$ cat config.mk
export PLATFORM = sky130hd
export DESIGN_NAME = mem_arbiter
export DESIGN_NICKNAME = d
export VERILOG_FILES = /design/src/rtl/mem_ctrl_pkg.sv /design/src/rtl/mem_rr_arbiter.sv /design/src/rtl/mem_arbiter.sv
export SDC_FILE = /design/constraint.sdc
export NUM_CORES = 1
export LEC_CHECK = 0
export BUFFER_PORTS_ARGS = -buffer_cell sky130_fd_sc_hd__buf_2
export CAP_MARGIN = 15
export CORE_AREA = 2 2 106 108
export CTS_BUF_LIST = sky130_fd_sc_hd__clkbuf_4
export CTS_CLUSTER_SIZE = 20
export DETAILED_ROUTE_END_ITERATION = 8
export DIE_AREA = 0 0 108 110
export PLACE_DENSITY = 0.84
export SLEW_MARGIN = 10
export SYNTH_ARGS = -nofsm -noshare
export SYNTH_HDL_FRONTEND = slang
export SYNTH_SLANG_ARGS = --single-unit
$ cat constraint.sdc
create_clock -name clock -period 4.26 [get_ports clock]
set_input_delay 0 -clock clock [delete_from_list [all_inputs] [get_ports clock]]
set_output_delay 0 -clock clock [all_outputs]
set_load 0.005 [all_outputs]
$ cat src/rtl/mem_ctrl_pkg.sv
// rtl/mem_ctrl_pkg.sv - shared encodings for the two-port memory arbiter
package mem_ctrl_pkg;

  localparam int ADDR_W = 32;
  localparam int DATA_W = 32;

  // access size codes (words per burst)
  localparam logic [1:0] SIZE_1  = 2'b00;
  localparam logic [1:0] SIZE_4  = 2'b01;
  localparam logic [1:0] SIZE_8  = 2'b10;
  localparam logic [1:0] SIZE_16 = 2'b11;

  // beat counts per size code
  localparam int BEATS_1  = 1;
  localparam int BEATS_4  = 4;
  localparam int BEATS_8  = 8;
  localparam int BEATS_16 = 16;

  typedef enum logic [1:0] {
    ST_IDLE = 2'd0,
    ST_RUN  = 2'd1,
    ST_LAST = 2'd2
  } state_t;

  typedef enum logic {
    PORT_FETCH = 1'b0,
    PORT_DATA  = 1'b1
  } port_t;

  // index of the final beat of a burst for a given size code
  function automatic logic [3:0] last_beat(input logic [1:0] size);
    case (size)
      SIZE_1:  last_beat = 4'(BEATS_1 - 1);
      SIZE_4:  last_beat = 4'(BEATS_4 - 1);
      SIZE_8:  last_beat = 4'(BEATS_8 - 1);
      default: last_beat = 4'(BEATS_16 - 1);
    endcase
  endfunction

endpackage

$ cat src/rtl/mem_rr_arbiter.sv
// rtl/mem_rr_arbiter.sv - two-way round-robin selector with last-grant memory
module mem_rr_arbiter
  import mem_ctrl_pkg::*;
(
  input  logic  clock,
  input  logic  reset,
  input  logic  req_fetch,
  input  logic  req_data,
  input  logic  take,
  output port_t grant,
  output logic  any_req
);

  port_t last_grant;

  // on a tie the port that did not win last time is chosen
  always_comb begin
    any_req = req_fetch | req_data;
    if (req_fetch && req_data)
      grant = (last_grant == PORT_DATA) ? PORT_FETCH : PORT_DATA;
    else if (req_fetch)
      grant = PORT_FETCH;
    else
      grant = PORT_DATA;
  end

  // remember the winner whenever a grant is actually taken; data preset so fetch wins first tie
  always_ff @(posedge clock) begin
    if (reset)
      last_grant <= PORT_DATA;
    else if (take && any_req)
      last_grant <= grant;
  end

endmodule

$ cat src/rtl/mem_arbiter.sv
// rtl/mem_arbiter.sv - fetch/data port burst arbiter in front of a single memory
module mem_arbiter
  import mem_ctrl_pkg::*;
#(
  parameter int ADDR_WIDTH = 32,
  parameter int DATA_WIDTH = 32
) (
  input  logic                  clock,
  input  logic                  reset,
  input  logic                  f_req,
  input  logic [ADDR_WIDTH-1:0] f_addr,
  input  logic [1:0]            f_size,
  output logic [DATA_WIDTH-1:0] f_rdata,
  output logic                  f_valid,
  output logic                  f_done,
  input  logic                  d_req,
  input  logic                  d_rw,
  input  logic [ADDR_WIDTH-1:0] d_addr,
  input  logic [1:0]            d_size,
  input  logic [DATA_WIDTH-1:0] d_wdata,
  output logic [DATA_WIDTH-1:0] d_rdata,
  output logic                  d_valid,
  output logic                  d_wnext,
  output logic                  d_done,
  output logic [ADDR_WIDTH-1:0] mem_address,
  output logic [DATA_WIDTH-1:0] mem_data_in,
  output logic [1:0]            mem_access_size,
  output logic                  mem_rw,
  output logic                  mem_enable,
  input  logic                  mem_busy,
  input  logic [DATA_WIDTH-1:0] mem_data_out
);

  state_t                state, state_next;
  port_t                 grant, port_q;
  logic                  any_req;
  logic                  rw_q;
  logic [1:0]            size_q;
  logic [ADDR_WIDTH-1:0] base_q;
  logic [3:0]            beat_q;
  logic                  accept;
  logic                  final_beat;
  logic                  take;

  assign take       = (state == ST_IDLE);
  assign accept     = (state == ST_RUN) && !mem_busy;
  assign final_beat = (beat_q == last_beat(size_q));

  mem_rr_arbiter u_rr (
    .clock     (clock),
    .reset     (reset),
    .req_fetch (f_req),
    .req_data  (d_req),
    .take      (take),
    .grant     (grant),
    .any_req   (any_req)
  );

  // state register
  always_ff @(posedge clock) begin
    if (reset)
      state <= ST_IDLE;
    else
      state <= state_next;
  end

  // next state: start on any request, finish after the final accepted beat
  always_comb begin
    state_next = state;
    case (state)
      ST_IDLE: if (any_req) state_next = ST_RUN;
      ST_RUN:  if (accept && final_beat) state_next = ST_LAST;
      ST_LAST: state_next = ST_IDLE;
      default: state_next = ST_IDLE;
    endcase
  end

  // memory-side and handshake outputs decoded from state and the latched burst
  always_comb begin
    mem_enable      = (state == ST_RUN);
    mem_address     = mem_enable ? base_q + {{(ADDR_WIDTH-6){1'b0}}, beat_q, 2'b00} : '0;
    mem_access_size = size_q;
    mem_rw          = mem_enable & rw_q;
    mem_data_in     = d_wdata;
    d_wnext         = accept && rw_q && (port_q == PORT_DATA);
    f_done          = (state == ST_LAST) && (port_q == PORT_FETCH);
    d_done          = (state == ST_LAST) && (port_q == PORT_DATA);
  end

  // latch the winning request at grant and advance the beat on every acceptance
  always_ff @(posedge clock) begin
    if (reset) begin
      port_q <= PORT_FETCH;
      rw_q   <= 1'b0;
      size_q <= SIZE_1;
      base_q <= '0;
      beat_q <= '0;
    end else if (take && any_req) begin
      port_q <= grant;
      rw_q   <= (grant == PORT_DATA) ? d_rw : 1'b0;
      size_q <= (grant == PORT_DATA) ? d_size : f_size;
      base_q <= (grant == PORT_DATA) ? {d_addr[ADDR_WIDTH-1:2], 2'b00}
                                     : {f_addr[ADDR_WIDTH-1:2], 2'b00};
      beat_q <= '0;
    end else if (accept) begin
      beat_q <= beat_q + 4'd1;
    end
  end

  // read return: one-cycle valid per accepted read beat, rdata holds between beats
  always_ff @(posedge clock) begin
    if (reset) begin
      f_valid <= 1'b0;
      d_valid <= 1'b0;
      f_rdata <= '0;
      d_rdata <= '0;
    end else begin
      f_valid <= accept && !rw_q && (port_q == PORT_FETCH);
      d_valid <= accept && !rw_q && (port_q == PORT_DATA);
      if (accept && !rw_q && (port_q == PORT_FETCH))
        f_rdata <= mem_data_out;
      if (accept && !rw_q && (port_q == PORT_DATA))
        d_rdata <= mem_data_out;
    end
  end

endmodule

==> results by group <==
Min path
  – Type of the most critical hold path: primary input to output pin

Drt
  – First-pass iteration count of the detailed router: 7
  – WL met2: 8370 um
  – Final wirelength: 17100 um
  – Drt drc: 0
  – Via count: 5833
  – ANT nets after route: 0
  – Highest routed layer: met4
  – WL met3: 1750 um
  – WL/cell: 16.0 um
  – Drt via density: 5.47
  – Initial DRC Count: 368
  – Met1 WL: 6430 um

Clocking
  – Clock latency on the worst-skew pair: 470 ps
  – Clock tree buffer depth: 2
  – H-tree depth: 3
  – CTS Root Cell: clkbuf_4
  – CTS clk-pin slew, worst paths: 160 ps
  – CTS tree: built
  – CTS buffer count: 9
  – CTS Sinks: 107
  – Post-CTS resize count: 0

Placed design
  – Final HPWL DP: 10200 um
  – Worst slack, placed: 1660 ps
  – I/O Buffers: 204
  – Global placer's final weighted congestion: 0.818

Power
  – Total power: 2.29 mW
  – Worst IR Drop VDD: 0.000220 V
  – P_leak: 3.23 nW
  – Pwr Density: 311 mW/mm2

Timing
  – Total Neg Setup Slack: 0 ps
  – Final hold violations: 0
  – Clk_skew: 21.8 ps
  – Fin. max-slew vios: 0
  – Relative slew slack: 0.233
  – Post-layout min period: 3190 ps
  – Final setup fails: 0
  – Final critical-path share of the clock period: 0.750
  – Setup repair after global routing missed its margin: false
  – Setup WS post-layout: 1070 ps
  – Fmax: 313 MHz
  – Slew @ Worst Pin: 1150 ps

Setup path
  – CP max FO: 16
  – Crit path kind: flip-flop to output pin
  – Worst path required time: 4260 ps
  – Worst Setup End Kind: output pin
  – Worst setup SP type: flip-flop
  – Critical Path AT: 3190 ps

Floorplanning
  – Die Ht: 110 um
  – Core Region: 0.0107 mm2
  – Die area: 0.0119 mm2
  – Chip Width: 108 um
  – I/O pins: 275
  – Rows: 38
  – Initial Utilization: 0.500

Global route
  – Largest net degree at the start of global routing: 64
  – Initial antenna violation count: 0
  – GRT overflow: 0
  – Vias in the first global route: 5593
  – Overall routing resource usage: 0.286
  – First-pass GRT wire length: 27000 um

Logic synthesis
  – Largest area contributor in the netlist: dfxtp_1
  – #FFs+latches synth: 107
  – Post-synth EDFFs: 0
  – Largest cells by area after synthesis: dfxtp_1 (40%), nand2_1 (11%), a21oi_1 (7.9%)
  – Warnings from Yosys: 0
  – Post-synthesis sequential area ratio: 0.400
  – Syn Inst Count: 672
  – Async set or reset register ratio after synthesis: 0
  – Synth cell types: 51
  – Post-Syn Area: 0.00535 mm2
  – Share of the synthesized area in the top cell type: 0.400
  – Top FF cell, synth: dfxtp_1
  – Mean Syn Cell Area: 7.96 um2

Cells and area
  – Most frequent cells in the layout: buf_2 (203), nand2_1 (150), dlygate4sd3_1 (109), dfxtp_1 (107), a21oi_1 (84)
  – Layout cells sized above 1: 0.257
  – Commonest non-fill, non-tap cell in the layout: buf_2
  – Diodes inserted: 0
  – Layout area overhead: 37.6%
  – Final nets: 1066
  – Final core utilization: 0.688

Flow run
  – Max-cap violations: 0

Status
  – Status: completed
-- metrics by stage --
step	hold slack [ps]	instances	area, um2
floorplan	80.8	673	5360
global placement	0.0346	942	6130
detailed placement	0.0346	942	6130
CTS	0.0346	1067	7360
global route	0.00796	1067	7360
finish	0.00167	1067	7360
-- cell usage after synthesis (10+ instances only) --
library cell    n
clkbuf_1       29
buf_4          36
nand2b_1       10
nor2_1         46
o21ai_0        11
mux2i_1        41
inv_1          10
nand2_1       150
dfxtp_1       107
buf_2          14
a211oi_1       34
a21oi_1        84
-- where the power goes --
part           switching, mW  total [mW]  internal [mW]  leakage (nW)
Clock                  0.373       0.509          0.136        0.0754
Combinational          0.312       0.600          0.288          2.28
Sequential            0.0912        1.18           1.09         0.874
-- worst paths after layout --
| check | start | endpoint | slack [ps] | cells past startpoint |
|---|---|---|---|---|
| setup reg to reg | state[0]$_SDFFE_PP0P_ | f_rdata[15]$_SDFFE_PP0P_ | 1350 | 6 |
| hold reg to reg | d_rdata[13]$_SDFFE_PP0P_ | d_rdata[13]$_SDFFE_PP0P_ | 460 | 2 |
| hold / removal | d_wdata[13] | mem_data_in[13] | 0.002 | 0 |
| setup / recovery | beat_q[0]$_SDFFE_PP0P_ | mem_address[28] | 1070 | 8 |
-- area by class of cell --
cell class                 instances  area, um2
fill                             796       3330
multi-input combinational        474       2700
timing repair buffer             320       2170
sequential                       107       2140
tap                              140        175
clock inverter                     7       71.3
clock buffer                       9       67.6
inverter                          10       37.5
-- what timing repair did --
action,4_1_cts,5_1_grt
buffers inserted,0,0
hold endpoints to repair,103,0
hold buffers,109,0
-- state kept, by name, summed over array words and instances, names as in the netlist --
name / count
base_q: 30
beat_q: 4
d_rdata: 32
d_valid: 1
f_rdata: 32
f_valid: 1
mem_access_size: 2
port_q: 1
rw_q: 1
state: 2
u_rr.last_grant: 1
-- kinds of logic after synthesis --
group | Yosys count | synth area share
and+or+nand+nor | 270 | 0.234
DFF | 107 | 0.400
buffers and inverters | 92 | 0.0977
xor gates and xnor gates | 6 | 0.00982
muxes | 41 | 0.0767
AOI/OAI and AO/OA | 149 | 0.166
adders and majority gates | 6 | 0.0154
other | 1 | 0.000701
-- worst max-delay path: stages, from the launching register on --
cell and delay [ps]:
dfxtp_1 510, ha_1 270, inv_1 70, fa_1 390, nand2b_1 230, a21o_2 320
nor4b_1 390, mux2i_1 370, buf_2 180
-- per-layer routing --
metal | vias up | global-route usage
li1 | 2788 | -
met3 | 60 | 0.0894
met2 | 318 | 0.495
met4 | 0 | 0.124
met1 | 2667 | 0.327
met5 | - | 0
(Power assumes the default switching activity.)
